## config.mk

```make
export PLATFORM = sky130hd
export DESIGN_NAME = uart_mmio_port
export DESIGN_NICKNAME = d
export VERILOG_FILES = /design/src/rtl/uart_mmio_port.sv
export SDC_FILE = /design/constraint.sdc
export NUM_CORES = 1
export LEC_CHECK = 0
export CORE_ASPECT_RATIO = 0.5
export CORE_MARGIN = 3
export CORE_UTILIZATION = 55
export CTS_CLUSTER_DIAMETER = 40
export DETAILED_ROUTE_END_ITERATION = 10
export PLACE_DENSITY = 0.74
export SLEW_MARGIN = 20
export SYNTH_ARGS = -nofsm -noshare
export SYNTH_HDL_FRONTEND = slang
export SYNTH_SLANG_ARGS = --single-unit
```

## constraint.sdc

```tcl
create_clock -name clock -period 5 [get_ports clock]
set_clock_uncertainty 0.1 [all_clocks]
set_input_delay 1 -clock clock [delete_from_list [all_inputs] [get_ports clock]]
set_output_delay 1 -clock clock [all_outputs]
set_load 0.01 [all_outputs]
```

## src/rtl/uart_mmio_port.sv

```systemverilog
// uart_mmio_port: memory-mapped UART with TX/RX FIFOs and sticky errors; define UART_LOOPBACK_EN for CTRL[3] loopback
module uart_mmio_port #(
    parameter int                ADDR_W    = 8,
    parameter logic [ADDR_W-1:0] BASE_ADDR = ADDR_W'(252),
    parameter int                CLK_DIV   = 16,
    parameter int                TX_DEPTH  = 4,
    parameter int                RX_DEPTH  = 4
) (
    input  logic              clock,
    input  logic              reset_n,
    input  logic [ADDR_W-1:0] addr,
    input  logic [7:0]        w_data,
    input  logic              w_en,
    input  logic              r_en,
    output logic [7:0]        r_data,
    output logic              sel,
    input  logic              rx,
    output logic              tx
);
    localparam int TAW = $clog2(TX_DEPTH);
    localparam int RAW = $clog2(RX_DEPTH);
    localparam int CW = $clog2(CLK_DIV);
    localparam logic [CW-1:0] FULL_CNT = CW'(CLK_DIV - 1);
    localparam logic [CW-1:0] HALF_CNT = CW'(CLK_DIV / 2 - 1);
    typedef enum logic [1:0] {IDLE, START, DATA, STOP} state_t;
    logic [ADDR_W-1:0] off_full;
    logic [1:0] off;
    logic wr_tx, wr_ctrl, clr, tx_en, rx_en, loopback;
    logic [7:0] tx_mem [TX_DEPTH];
    logic [7:0] rx_mem [RX_DEPTH];
    logic [TAW:0] tx_wp, tx_rp;
    logic [RAW:0] rx_wp, rx_rp;
    logic tx_empty, tx_full, tx_push, rx_empty, rx_full, rx_pop, rx_wr, ovf_set;
    state_t tx_st, tx_nx, rx_st, rx_nx;
    logic [CW-1:0] tx_cnt, rx_cnt;
    logic [2:0] tx_bit_i, rx_bit_i;
    logic [7:0] tx_byte, rx_shift, rx_head, status, ctrl_rd;
    logic tx_tick, tx_go, tx_load, tx_line, tx_q, tx_busy;
    logic rx_s1, rx_s2, rx_prev, rx_in, rx_fall, rx_tick, rx_done, rx_push, ferr_set;
    logic rx_overflow, frame_err;
    assign off_full = addr - BASE_ADDR;
    assign sel = off_full[ADDR_W-1:2] == '0;
    assign off = off_full[1:0];
    assign wr_tx = w_en && sel && off == 2'd1;
    assign wr_ctrl = w_en && sel && off == 2'd3;
    assign clr = wr_ctrl && w_data[2];
    always_ff @(posedge clock or negedge reset_n) begin
        if (!reset_n) begin
            tx_en <= 1'b0;
            rx_en <= 1'b0;
        end else if (wr_ctrl) begin
            tx_en <= w_data[0];
            rx_en <= w_data[1];
        end
    end
`ifdef UART_LOOPBACK_EN
    always_ff @(posedge clock or negedge reset_n) begin
        if (!reset_n)
            loopback <= 1'b0;
        else if (wr_ctrl)
            loopback <= w_data[3];
    end
`else
    assign loopback = 1'b0;
`endif
    assign tx_empty = tx_wp == tx_rp;
    assign tx_full = tx_wp == {~tx_rp[TAW], tx_rp[TAW-1:0]};
    assign tx_push = wr_tx && !tx_full;
    assign rx_empty = rx_wp == rx_rp;
    assign rx_full = rx_wp == {~rx_rp[RAW], rx_rp[RAW-1:0]};
    assign rx_pop = r_en && sel && off == 2'd0 && !rx_empty;
    assign rx_wr = rx_push && (!rx_full || rx_pop);
    assign ovf_set = rx_push && rx_full && !rx_pop;
    always_ff @(posedge clock) begin
        if (tx_push)
            tx_mem[tx_wp[TAW-1:0]] <= w_data;
        if (rx_wr)
            rx_mem[rx_wp[RAW-1:0]] <= rx_shift;
    end
    always_ff @(posedge clock or negedge reset_n) begin
        if (!reset_n) begin
            tx_wp <= '0;
            tx_rp <= '0;
            rx_wp <= '0;
            rx_rp <= '0;
            rx_overflow <= 1'b0;
            frame_err <= 1'b0;
        end else begin
            tx_wp <= tx_push ? tx_wp + 1'b1 : tx_wp;
            tx_rp <= tx_load ? tx_rp + 1'b1 : tx_rp;
            rx_wp <= rx_wr ? rx_wp + 1'b1 : rx_wp;
            rx_rp <= rx_pop ? rx_rp + 1'b1 : rx_rp;
            rx_overflow <= ovf_set || (rx_overflow && !clr);
            frame_err <= ferr_set || (frame_err && !clr);
        end
    end
    assign tx_tick = tx_cnt == FULL_CNT;
    assign tx_go = tx_en && !tx_empty;
    always_ff @(posedge clock or negedge reset_n) begin
        if (!reset_n) begin
            tx_st <= IDLE;
            tx_cnt <= '0;
            tx_bit_i <= '0;
            tx_byte <= '0;
            tx_q <= 1'b1;
        end else begin
            tx_st <= tx_nx;
            tx_cnt <= (tx_st == IDLE || tx_tick) ? '0 : tx_cnt + 1'b1;
            tx_bit_i <= (tx_st == DATA && tx_tick) ? tx_bit_i + 1'b1 : tx_bit_i;
            tx_byte <= tx_load ? tx_mem[tx_rp[TAW-1:0]] : tx_byte;
            tx_q <= tx_line;
        end
    end
    always_comb begin
        tx_nx = tx_st == IDLE ? (tx_go ? START : IDLE)
              : !tx_tick ? tx_st
              : tx_st == START ? DATA
              : tx_st == DATA ? (tx_bit_i == 3'd7 ? STOP : DATA)
              : tx_go ? START : IDLE;
    end
    always_comb begin
        tx_load = tx_go && (tx_st == IDLE || (tx_st == STOP && tx_tick));
        tx_line = tx_st == START ? 1'b0 : tx_st == DATA ? tx_byte[tx_bit_i] : 1'b1;
    end
    assign tx_busy = !tx_empty || tx_st != IDLE;
    assign tx = loopback ? 1'b1 : tx_q;
    // loopback taps the registered TX line directly, skipping the synchroniser
    assign rx_in = loopback ? tx_q : rx_s2;
    assign rx_fall = rx_prev && !rx_in;
    assign rx_tick = rx_cnt == (rx_st == START ? HALF_CNT : FULL_CNT);
    always_ff @(posedge clock or negedge reset_n) begin
        if (!reset_n) begin
            rx_s1 <= 1'b1;
            rx_s2 <= 1'b1;
            rx_prev <= 1'b1;
            rx_st <= IDLE;
            rx_cnt <= '0;
            rx_bit_i <= '0;
            rx_shift <= '0;
        end else begin
            rx_s1 <= rx;
            rx_s2 <= rx_s1;
            rx_prev <= rx_in;
            rx_st <= rx_nx;
            rx_cnt <= (rx_st == IDLE || rx_tick) ? '0 : rx_cnt + 1'b1;
            rx_bit_i <= rx_st != DATA ? '0 : rx_tick ? rx_bit_i + 1'b1 : rx_bit_i;
            rx_shift <= (rx_st == DATA && rx_tick) ? {rx_in, rx_shift[7:1]} : rx_shift;
        end
    end
    always_comb begin
        rx_nx = !rx_en ? IDLE
              : rx_st == IDLE ? (rx_fall ? START : IDLE)
              : !rx_tick ? rx_st
              : rx_st == START ? (rx_in ? IDLE : DATA)
              : rx_st == DATA ? (rx_bit_i == 3'd7 ? STOP : DATA)
              : IDLE;
    end
    always_comb begin
        rx_done = rx_en && rx_st == STOP && rx_tick;
        rx_push = rx_done && rx_in;
        ferr_set = rx_done && !rx_in;
    end
    assign rx_head = rx_empty ? 8'h00 : rx_mem[rx_rp[RAW-1:0]];
    assign status = {3'b000, frame_err, rx_overflow, tx_full, !rx_empty, tx_busy};
    assign ctrl_rd = {4'b0000, loopback, 1'b0, rx_en, tx_en};
    assign r_data = !sel ? 8'h00
                  : off == 2'd0 ? rx_head
                  : off == 2'd2 ? status
                  : off == 2'd3 ? ctrl_rd
                  : 8'h00;
endmodule

```

==> impl_metrics.ini, run 1 <==
[clocking]
cts-htree-levels = 4
clk_path_buf_depth = 2
cts_resized = 0
clk_latency_ns = 0.41
cts_tree = done
post-cts-setup-buffer-count = 0
cts_hold_buf = 0
root_buffer = clkbuf_16
cts.sinks = 118
clk_pin_slew_worst_paths_ns = 0.05
cts-buffers-inserted = 17

[pwr]
vdd_drop_max_v = 0.0002529
power_leakage_nw = 2.492
total_power_w = 0.002672
power_density_nw_per_um2 = 435.1

[route]
dr_total_vias = 2877
wirelength_mm = 9.245
drt_drc_violations_left = 0
ant_nets = 0
vias_per_cell = 5.743
drtIter0Drc = 176
avgRoutedWirePerCell_um = 18.45
firstDrtPassIters = 4

[worst_setup_path]
worstPathMaxFanout = 7
r2r_start = rx_rp[0]
cp.arrival_ns = 3.45
crit_family = simple AND/OR/NAND/NOR gates
startpoint = addr[5]
worst_setup_path_start_kind = input port
critPathSlowestCell = clkdlybuf4s50_1
cp-end-kind = primary output
max_stage_delay_ns = 0.58
cp_cell_sequence = clkdlybuf4s50_1 -> nand4_1 -> nor3_1 -> nand3b_1 -> o21ai_0 -> clkdlybuf4s50_1
cp_common_cell = clkdlybuf4s50_1
cp.buffers_inverters = 2
worstPathRequired_ns = 3.90
critPathKind = in2out

[synthesis]
synth_nets = 373
synthesis.area_um2 = 5157
yosysWarnings = 0
ys.flop_type = edfxtp_1
ys_ff_latch = 118
avgSynthCellArea_um2 = 15.53
syn_inst = 332
synth_edf_count = 64
ys_seq_area_share_pct = 63.56
synth_cell_types = 46
ys_async_sr_fraction_pct = 45.76

[global_routing]
grt_pass1_vias = 3062
grt-ovfl-total = 0
grt_max_degree = 55
antenna_found_initial = 0
grt_usage_pct = 19.68
grt_pass1_wl_mm = 15.45

[finish]
diodes = 0
final_core_util_pct = 68.87
drive_above_1_share_pct = 21.35
instances_no_fill = 501
nNetsFinal = 412
area_growth_pct = 19.09

[floorplan]
start_util_pct = 57.83
num_rows = 24
die_y_um = 74.48
chipWidth_um = 142.9
die_area_um2 = 10650
core_um2 = 8919
num_io_pins = 31

[timing]
period_needed_ns = 4.546
worst_slew_pin_slew_ns = 0.8633
max_slew_margin_pct = 42.23
finalHoldViolations = 0
setup_slack_ns = 0.4543
finalSetupViolations = 0
fin_crit_sh_pct = 90.91
timing.setup.tns_ns = 0
max_freq_mhz = 220.0
rsz0062_at_grt = false
final_max_slew_viol_count = 0

[run_status]
status = completed

[placed_design]
place_congestion = 0.7933
dpl.hpwl_mm = 6.127
pre_cts_ws_ns = 0.4755
portBuffers = 30
dpl.cell_count = 469

[run]
maxCapViolCount = 0

[min_path]
worstHoldStart = rx_s1
min_path_type = reg2reg
## per-layer routing
layer	GRT usage, %	up-vias	share of wire, %
li1	-	1314	-
met4	9.168	0	2.0
met5	0	-	0
met2	33.37	55	51
met1	23.95	1486	43
met3	5.716	22	3.4
## kinds of logic after synthesis
| family | Yosys count | share of synthesized area [%] |
|---|---|---|
| DFF | 118 | 63.56 |
| and+or+nand+nor | 65 | 7.011 |
| muxes | 44 | 14.10 |
| buffers and inverters | 33 | 2.911 |
| AOI/OAI and AO/OA | 32 | 4.027 |
| xor gates and xnor gates | 20 | 3.542 |
| adders and majority gates | 20 | 4.852 |
## cells in the final DEF (no fill, tap or decap), drive strengths merged, types with 5 or more instances in the layout
cell type / Yosys / layout
edfxtp: 64 / 64
dfrtp: 50 / 50
ha: 20 / 20
nor2b: 5 / 5
xnor2: 17 / 17
a21oi: 9 / 9
mux2: 25 / 25
mux4: 18 / 18
clkdlybuf4s50: 0 / 29
nor3: 7 / 7
clkbuf: 4 / 22
and2: 6 / 6
o21ai: 11 / 11
clkinv: 0 / 5
inv: 22 / 22
nand2: 8 / 8
nand3: 7 / 7
nor2: 11 / 11
## Yosys cell counts, drive strengths merged, types with 5 or more instances
cell type / count / area [um^2]
edfxtp: 64 / 1922
dfrtp: 50 / 1251
mux2: 25 / 311.6
inv: 22 / 82.58
ha: 20 / 250.2
mux4: 18 / 405.4
xnor2: 17 / 148.9
nor2: 11 / 41.29
o21ai: 11 / 55.05
a21oi: 9 / 45.04
nand2: 8 / 30.03
buf: 7 / 52.54
nand3: 7 / 35.03
nor3: 7 / 35.03
and2: 6 / 37.54
nor2b: 5 / 31.28
## layout make-up
class,instances,area (um^2)
fill,578,2776
clock inverter,10,128.9
sequential,118,3278
inverter,22,82.58
multi-input combinational,181,1729
clock buffer,22,474.2
tap,117,146.4
timing repair buffer,31,302.8
## metrics by stage
stage | hold slack (ns) | instance area (um^2)
final | 0.2557 | 6142
after floorplan | 0.2452 | 5157
after detailed placement | 0.2503 | 5539
after CTS | 0.2581 | 6142
after global placement | 0.2455 | 5539
after global routing | 0.2602 | 6142
## path summary, 6_finish.rpt
| path | endpoint | slack, ns | cells past startpoint |
|---|---|---|---|
| worst max register to register | rx_mem[3][1] | 2.53 | 4 |
| min in group asynchronous | tx_byte[5] | 0.63 | 2 |
| worst min register to register | rx_in | 0.26 | 0 |
| max in group asynchronous | rx_overflow | 3.70 | 2 |
| worst min-delay path | rx_in | 0.26 | 0 |
| worst max-delay path | r_data[0] | 0.45 | 6 |
## sequential cells by signal, indices dropped and copies added (netlist names), 3 cells and up
| signal | cells |
|---|---|
| rx_shift | 8 |
| rx_cnt | 4 |
| rx_rp | 3 |
| tx_bit_i | 3 |
| tx_cnt | 4 |
| tx_wp | 3 |
| tx_rp | 3 |
| tx_byte | 8 |
| tx_mem | 32 |
| rx_wp | 3 |
| rx_bit_i | 3 |
| rx_mem | 32 |
## power breakdown
part           leakage, nW  internal, W  switching (W)  total (W)
combinational        0.817     0.000162       0.000115   0.000278
clock                0.293     0.000817       0.000408    0.00122
sequential            1.38      0.00110      0.0000739    0.00117
Note: power is estimated with default switching activity, not from simulation.
==> run 2, diff against run 1 <==
--- a/config.mk
+++ b/config.mk
@@ -7,10 +7,11 @@
 export LEC_CHECK = 0
 export CORE_ASPECT_RATIO = 0.5
 export CORE_MARGIN = 3
-export CORE_UTILIZATION = 55
+export CORE_UTILIZATION = 30
 export CTS_CLUSTER_DIAMETER = 40
 export DETAILED_ROUTE_END_ITERATION = 10
-export PLACE_DENSITY = 0.74
+export PLACE_DENSITY = 0.45
+export SKIP_CTS_REPAIR_TIMING = 1
 export SLEW_MARGIN = 20
 export SYNTH_ARGS = -nofsm -noshare
 export SYNTH_HDL_FRONTEND = slang
==> impl_metrics.ini, run 2 (same netlist as run 1, synthesis figures left out) <==
[run_status]
status = completed

[worst_setup_path]
worstReg2RegEnd = rx_mem[2][5]
crit_family = simple AND/OR/NAND/NOR gates
r2r_start = rx_cnt[0]
max_stage_delay_ns = 0.59
worstPathMaxFanout = 7
cp_cell_sequence = clkdlybuf4s50_1 -> nand4_1 -> nor3_1 -> nand3b_1 -> o21ai_0 -> clkdlybuf4s50_1
worstPathRequired_ns = 3.90
cp_common_cell = clkdlybuf4s50_1
cp-end-kind = primary output
reg2reg_depth = 5
reg2reg_slack_ns = 2.54
critPathSlowestCell = clkdlybuf4s50_1
worst_setup_path_start_kind = input port
cp.arrival_ns = 3.54
cp.buffers_inverters = 2
critPathKind = in2out

[clocking]
root_buffer = clkbuf_16
cts-buffers-inserted = 17
cts.sinks = 118
cts-htree-levels = 4
clk_pin_slew_worst_paths_ns = 0.05
clk_path_buf_depth = 2
cts_tree = done
clk_latency_ns = 0.41

[timing]
max_freq_mhz = 215.5
worst_slew_pin_slew_ns = 0.8501
fin_crit_sh_pct = 92.81
finalSetupViolations = 0
max_slew_margin_pct = 43.11
setup_slack_ns = 0.3593
timing.setup.tns_ns = 0
rsz0062_at_grt = false
finalHoldViolations = 0
final_max_slew_viol_count = 0
period_needed_ns = 4.641

[min_path]
worstHoldStart = rx_s1
whs_path_depth = 0
min_path_type = reg2reg
hold_end = rx_in

[finish]
drive_above_1_share_pct = 22.08
layout_common_cells = edfxtp_1 (64), dfrtp_1 (50), clkdlybuf4s50_1 (29)
diodes = 0
nNetsFinal = 413
area_growth_pct = 22.27
instances_no_fill = 612
final_common_cell = edfxtp_1

[global_routing]
use_met1_pct = 14.75
grt_pass1_vias = 3036
met2_usage_pct = 18.98
grt_max_degree = 41
use_met3_pct = 4.087
grt-busiest-layer = met2
grt_usage_pct = 11.81
antenna_found_initial = 0
grt_pass1_wl_mm = 16.66
grt-ovfl-total = 0

[route]
drt_drc_violations_left = 0
vias_per_cell = 4.578
avgRoutedWirePerCell_um = 16.70
dr_total_vias = 2802
drtIter0Drc = 135
firstDrtPassIters = 4
ant_nets = 0
wirelength_mm = 10.22

[placed_design]
portBuffers = 30
pre_cts_ws_ns = 0.3798
dpl.cell_count = 580
place_congestion = 0.7260
dpl.hpwl_mm = 6.821

[pwr]
power_leakage_nw = 2.518
vdd_drop_max_v = 0.0002441
total_power_w = 0.002716
power_density_nw_per_um2 = 430.7

[run]
maxCapViolCount = 0

[floorplan]
num_rows = 33
chipWidth_um = 191.4
die_area_um2 = 18900
die_y_um = 98.72
core_um2 = 16600
num_io_pins = 31
start_util_pct = 31.07
[run 2: cell type report]
class / count / area, um^2
clock buffer: 23 / 543.0
clock inverter: 9 / 78.83
fill: 1603 / 10290
inverter: 22 / 82.58
multi-input combinational: 181 / 1729
sequential: 118 / 3278
tap: 227 / 284.0
timing repair buffer: 32 / 310.3
[run 2: power by group]
part	internal (W)	leakage, nW	switching [W]
clock	0.000815	0.315	0.000440
combinational	0.000169	0.822	0.000141
sequential	0.00110	1.38	0.0000553
[run 2: how the worst max path moves through the flow]
stage | startpoint | endpoint | slack, ns | depth (start not counted)
2_1_floorplan | addr[5] | r_data[2] | 1.82 | 4
3_3_place_gp | addr[5] | r_data[0] | 0.44 | 6
3_5_place_dp | addr[3] | r_data[0] | 0.38 | 6
4_1_cts | addr[3] | r_data[0] | 0.38 | 6
5_1_grt | addr[4] | r_data[0] | 0.14 | 6
6_report | addr[3] | r_data[0] | 0.36 | 6
[run 2: stage by stage]
stage	cell area, um^2	hold slack [ns]	util [%]
after floorplan	5157	0.2452	-
after global placement	5684	0.2485	34.25
after detailed placement	5684	0.2472	34.25
after CTS	6306	0.2556	37.99
after global routing	6306	0.2619	37.99
final	6306	0.2544	37.99
[run 2: routing by layer]
metal,vias up,routed length [um]
li1,1315,-
met1,1434,4744
met2,39,4966
met3,14,355
met4,0,157
met5,-,0
